==> config.mk <==
export PLATFORM = sky130hd
export DESIGN_NAME = imem_arb
export DESIGN_NICKNAME = d
export VERILOG_FILES = /design/src/rtl/imem_arb_pkg.sv /design/src/rtl/imem_fault_chk.sv /design/src/rtl/imem_arb.sv
export SDC_FILE = /design/constraint.sdc
export NUM_CORES = 1
export LEC_CHECK = 0
export BUFFER_PORTS_ARGS = -buffer_cell sky130_fd_sc_hd__buf_2
export CORE_AREA = 2 2 179 181
export CTS_CLUSTER_SIZE = 30
export DETAILED_ROUTE_END_ITERATION = 8
export DIE_AREA = 0 0 181 183
export PLACE_DENSITY = 0.38
export SLEW_MARGIN = 10
export SYNTH_ARGS = -nofsm -noshare
export SYNTH_HDL_FRONTEND = slang
export SYNTH_SLANG_ARGS = --single-unit
==> constraint.sdc <==
create_clock -name clk -period 4.4 [get_ports clk]
set_clock_uncertainty 0.1 [all_clocks]
set_input_delay 0.88 -clock clk [delete_from_list [all_inputs] [get_ports clk]]
set_output_delay 0.88 -clock clk [all_outputs]
set_load 0.05 [all_outputs]
==> src/rtl/imem_arb_pkg.sv <==
// Shared types and constants for the instruction-memory arbiter: response owner,
// fault codes and the response pipeline register layout.
package imem_arb_pkg;

    typedef enum logic [1:0] {
        OWN_NONE  = 2'd0,
        OWN_FETCH = 2'd1,
        OWN_LOAD  = 2'd2
    } owner_e;

    localparam logic [3:0] EXC_IMISALIGN = 4'd0;
    localparam logic [3:0] EXC_IACCESS   = 4'd1;
    localparam logic [3:0] EXC_LMISALIGN = 4'd4;
    localparam logic [3:0] EXC_LACCESS   = 4'd5;

    localparam logic [31:0] NOP_INSN = 32'h0000_0013;

    typedef struct packed {
        owner_e      owner;
        logic        fault;
        logic [3:0]  code;
        logic [63:0] addr;
    } rsp_t;

endpackage

==> src/rtl/imem_fault_chk.sv <==
// Combinational address check for one read port: flags misaligned or
// out-of-range byte addresses and selects the port's exception code.
module imem_fault_chk
    import imem_arb_pkg::*;
#(
    parameter int         MEM_WORDS     = 2048,
    parameter int         IDX_W         = $clog2(MEM_WORDS),
    parameter logic [3:0] MISALIGN_CODE = EXC_IMISALIGN,
    parameter logic [3:0] ACCESS_CODE   = EXC_IACCESS
) (
    input  logic [63:0] addr,
    output logic        fault,
    output logic [3:0]  code
);

    logic misaligned;
    logic out_of_range;

    // MEM_WORDS is a power of two, so any set bit above the index field is out of range.
    assign misaligned   = (addr[1:0] != 2'b00);
    assign out_of_range = (addr[63:IDX_W+2] != '0);

    always_comb begin
        fault = misaligned | out_of_range;
        code  = 4'd0;
        if (misaligned) begin
            code = MISALIGN_CODE;
        end else if (out_of_range) begin
            code = ACCESS_CODE;
        end
    end

endmodule

==> src/rtl/imem_arb.sv <==
// Single-port instruction memory arbiter: write > load > fetch, with fetch
// promoted above loads after STARVE_MAX consecutive denials; one-cycle read responses.
module imem_arb
    import imem_arb_pkg::*;
#(
    parameter int MEM_WORDS  = 2048,
    parameter int IDX_W      = $clog2(MEM_WORDS),
    parameter int STARVE_MAX = 2
) (
    input  logic             clk,
    input  logic             rst,

    input  logic             f_req,
    input  logic [63:0]      f_addr,
    output logic             f_gnt,
    output logic             f_rvalid,
    output logic [31:0]      f_rdata,
    output logic             f_exc_en,
    output logic [3:0]       f_exc_code,
    output logic [63:0]      f_exc_val,

    input  logic             l_req,
    input  logic [63:0]      l_addr,
    output logic             l_gnt,
    output logic             l_rvalid,
    output logic [31:0]      l_rdata,
    output logic             l_exc_en,
    output logic [3:0]       l_exc_code,
    output logic [63:0]      l_exc_val,

    input  logic             w_req,
    input  logic [IDX_W-1:0] w_idx,
    input  logic [31:0]      w_data,
    output logic             w_gnt,

    output logic             m_en,
    output logic             m_we,
    output logic [IDX_W-1:0] m_idx,
    output logic [31:0]      m_wdata,
    input  logic [31:0]      m_rdata
);

    localparam int CNT_W = $clog2(STARVE_MAX + 1);
    localparam logic [CNT_W-1:0] STARVE_LIM = CNT_W'(STARVE_MAX);

    logic [CNT_W-1:0] starve_q, starve_d;
    rsp_t             rsp_q, rsp_d;

    logic             promote;
    logic             f_fault, l_fault;
    logic [3:0]       f_code, l_code;
    logic             f_valid, l_valid;

    imem_fault_chk #(
        .MEM_WORDS     (MEM_WORDS),
        .IDX_W         (IDX_W),
        .MISALIGN_CODE (EXC_IMISALIGN),
        .ACCESS_CODE   (EXC_IACCESS)
    ) u_fetch_chk (
        .addr  (f_addr),
        .fault (f_fault),
        .code  (f_code)
    );

    imem_fault_chk #(
        .MEM_WORDS     (MEM_WORDS),
        .IDX_W         (IDX_W),
        .MISALIGN_CODE (EXC_LMISALIGN),
        .ACCESS_CODE   (EXC_LACCESS)
    ) u_load_chk (
        .addr  (l_addr),
        .fault (l_fault),
        .code  (l_code)
    );

    assign promote = (starve_q == STARVE_LIM);

    // Grants are gated by rst so nothing is accepted during the reset cycle.
    always_comb begin
        w_gnt = 1'b0;
        l_gnt = 1'b0;
        f_gnt = 1'b0;
        if (!rst) begin
            if (w_req) begin
                w_gnt = 1'b1;
            end else if (f_req && (promote || !l_req)) begin
                f_gnt = 1'b1;
            end else if (l_req) begin
                l_gnt = 1'b1;
            end
        end
    end

    // Counter saturates so a write blocking a promoted fetch cannot wrap it back to zero.
    always_comb begin
        starve_d = starve_q;
        if (f_gnt) begin
            starve_d = '0;
        end else if (f_req && !promote) begin
            starve_d = starve_q + 1'b1;
        end
    end

    always_comb begin
        rsp_d = '{owner: OWN_NONE, fault: 1'b0, code: 4'd0, addr: 64'd0};
        if (f_gnt) begin
            rsp_d = '{owner: OWN_FETCH, fault: f_fault, code: f_code, addr: f_addr};
        end else if (l_gnt) begin
            rsp_d = '{owner: OWN_LOAD, fault: l_fault, code: l_code, addr: l_addr};
        end
    end

    always_comb begin
        m_en    = w_gnt | (l_gnt & ~l_fault) | (f_gnt & ~f_fault);
        m_we    = w_gnt;
        m_wdata = w_data;
        m_idx   = f_addr[IDX_W+1:2];
        if (w_gnt) begin
            m_idx = w_idx;
        end else if (l_gnt) begin
            m_idx = l_addr[IDX_W+1:2];
        end
    end

    always_ff @(posedge clk) begin
        if (rst) begin
            starve_q <= '0;
            rsp_q    <= '{owner: OWN_NONE, fault: 1'b0, code: 4'd0, addr: 64'd0};
        end else begin
            starve_q <= starve_d;
            rsp_q    <= rsp_d;
        end
    end

    // Responses are masked during rst so a read in flight at reset never surfaces.
    always_comb begin
        f_valid    = !rst && (rsp_q.owner == OWN_FETCH);
        l_valid    = !rst && (rsp_q.owner == OWN_LOAD);

        f_rvalid   = f_valid;
        f_rdata    = (f_valid && !rsp_q.fault) ? m_rdata : NOP_INSN;
        f_exc_en   = f_valid && rsp_q.fault;
        f_exc_code = f_exc_en ? rsp_q.code : 4'd0;
        f_exc_val  = f_exc_en ? rsp_q.addr : 64'd0;

        l_rvalid   = l_valid;
        l_rdata    = (l_valid && !rsp_q.fault) ? m_rdata : 32'd0;
        l_exc_en   = l_valid && rsp_q.fault;
        l_exc_code = l_exc_en ? rsp_q.code : 4'd0;
        l_exc_val  = l_exc_en ? rsp_q.addr : 64'd0;
    end

endmodule

==> summary.md <==
| Metric | Value |
|---|---|
| Initial antenna violation count | 0 |
| Post-synthesis sequential area ratio | 32.32% |
| Post-CTS Setup Inserts | 0 |
| Starting Density | 14.08% |
| Element type at the critical path start | input port |
| Critical Path RT | 3420 ps |
| Critical path fanouts, max | 2 |
| Dpl cell area | 0.006525 sq mm |
| Worst r2r src | starve_q[0] |
| Async S/R FF share, synth | 0% |
| Total CTS buffers | 9 |
| First-pass GRT wire length | 32480 um |
| Most used DFF post-synth | dfxtp_1 |
| Hold Buf Count CTS | 0 |
| Fin. Hold Viols | 0 |
| Vias | 5233 |
| Final period util | 88.12% |
| Vias per inst | 4.130 |
| Die W | 181 um |
| Clock sink count | 71 |
| Commonest non-fill, non-tap cells in the layout | 389 x buf_2, 132 x and3_1, 70 x dfxtp_1 |
| XOR/XNOR share of the synthesized area | 0.1991% |
| Crit Reg-Reg Endpoint | rsp_q[24] |
| Cell variety after synth | 31 |
| Antenna viol nets, final | 0 |
| Min-delay src | starve_q[1] |
| DP HPWL | 18290 um |
| Vias in the first global route | 5159 |
| Worst reg2reg path depth | 7 |
| Minimum clock period | 3877 ps |
| Core ar. | 0.03123 sq mm |
| Cells after synthesis | 528 |
| Final antenna diode count | 0 |
| Layout Nets | 1070 |
| Post-CTS Resized | 0 |
| Max VDD drop | 0.0001595 V |
| GRT overflow | 0 |
| Iter 0 DRT Violations | 195 |
| Number of max-cap violations | 0 |
| Total track usage | 13.20% |
| Complex-gate fraction of the synthesized area | 14.71% |
| Crit path kind | input port to primary output |
| Slew Limit Fails | 0 |
| Wirelength, routed | 23110 um |
| CTS tree | yes |
| Worst EP arrival | 2900 ps |
| Unrepaired setup endpoints after global routing | false |
| Layout cells sized above 1 | 49.83% |
| Worst hold path class | register to register |
| Area grow syn2layout | 54.40% |
| Mean Syn Cell Area | 8.329 sq um |
| Pre-Repair DR Iteration Count | 4 |
| Die height | 183 um |
| Power Dens Cells | 256.5 mW/mm^2 |
| WL/cell | 18.24 um |
| Post-synth EDFFs | 0 |
| R2R Setup Slk | 1860 ps |
| Layout Utilization | 21.74% |
| Leakage power | 4.136 nW |
| FMAX | 257.9 MHz |
| Total die area | 0.03312 sq mm |
| I/O Pins | 460 |
| IO buf count | 391 |
| Fillers | 3581 |
| Gpl congestion | 0.7791 |
| Synth warn | 0 |
| Slew @ Worst Pin | 800.4 ps |
| Final TNS setup | 0 ps |
| Most common cell after layout, fill and taps aside | buf_2 |
| Final Setup Violations | 0 |
| Clock Tree Buf Depth | 2 |
| Synth Area in Simple Gates | 37.55% |
| Hold slack | 412.4 ps |
| Main combinational cell family by area after synthesis | simple AND/OR/NAND/NOR gates |
| Worst skew pair latency | 340 ps |
| CP endpoint kind | primary output |
| Worst relative slew slack | 46.64% |
| Synth Area in Adders | 0.2845% |
| H-tree Lvls | 3 |
| Clk root buf | clkbuf_16 |
| Multiplexer share of the synthesized area | 2.504% |
| Hold Path Sink | starve_q[1] |
| Yosys reg bits | 71 |
| Largest net degree at the start of global routing | 80 |
| Post-route DRC | 0 |
| FP Rows | 65 |
| Hold Path Stages | 2 |
| Clock slew at reported path FFs | 60 ps |
| Final Instance Area | 0.006790 sq mm |
| Post-Syn Area | 0.004398 sq mm |
| Status | finished clean |
## cell type report
type                    instances  area, sq um  share of cell area, %
multi-input cells             366         2462                  36.26
repair buffers                408         2115                  31.14
well taps                     402        503.0                  7.407
clock inverters                 5        36.28                 0.5344
inverters                       5        20.02                 0.2948
clock buffers                  10        229.0                  3.372
flip-flops and latches         71         1425                  20.99
## synthesized netlist by cell type, types with 2 or more instances
master / count / share of area [%]
inv_1: 4 / 0.34
nor3_1: 5 / 0.57
clkbuf_1: 39 / 3.3
a22o_1: 64 / 13
and2_1: 63 / 9.0
nor4_1: 28 / 4.0
nand2b_1: 3 / 0.43
nor3b_2: 2 / 0.57
buf_4: 38 / 6.5
and3_1: 132 / 19
o22ai_1: 2 / 0.28
mux2i_1: 11 / 2.5
dfxtp_1: 71 / 32
nor2_1: 5 / 0.43
nand2_1: 16 / 1.4
o21ai_0: 11 / 1.3
nor2b_1: 4 / 0.57
buf_2: 7 / 0.80
nand4_1: 4 / 0.57
buf_6: 5 / 1.3
nand3_1: 4 / 0.46
## registers in the layout, summed over array words and instances, names as in the netlist
name / cells
rsp_q: 69
starve_q: 2
## where the power goes
part	total, mW	internal, mW	switching (mW)
logic	0.330	0.120	0.210
registers	0.704	0.675	0.0290
clock network	0.707	0.381	0.326
## logic make-up after synthesis
group | after synthesis
AND/OR/NAND/NOR | 270
XOR/XNOR | 1
adder cells (fa/ha/maj) | 1
multiplexers | 11
AO/OA/AOI/OAI | 79
other | 1
buffers and inverters | 94
flip-flops | 71
## how the worst max path moves through the flow
stage,startpoint,to,slack (ps),cells past startpoint
final,l_addr[20],m_en,520,6
after global routing,f_addr[34],m_en,250,7
after CTS,f_addr[34],m_en,390,7
after detailed placement,l_addr[20],m_en,400,6
after global placement,l_addr[14],m_en,400,6
after floorplan,w_req,m_idx[3],800,5
## worst max-delay path, cell delays in order
cell,delay [ps]
buf_2,110
nor4_1,670
nand4_1,320
nor4_1,420
a221o_1,220
buf_2,270
## routing by layer
metal,GRT usage (%),vias to the layer above,part of all wire (%)
li1,-,2535,-
met1,15.03,2414,40
met2,24.65,270,51
met3,3.098,14,7.1
met4,3.545,0,1.4
met5,0,-,0
## per-stage QoR
stage               cells  setup slack [ps]  power [mW]
detailed placement   1252             398.0       1.053
CTS                  1267             391.5       1.788
finish               1267             522.9       1.741
floorplan             531             803.4      0.9655
global route         1267             250.3       1.835
global placement     1252             404.1       1.052
Power figures use the tool's default switching activity.
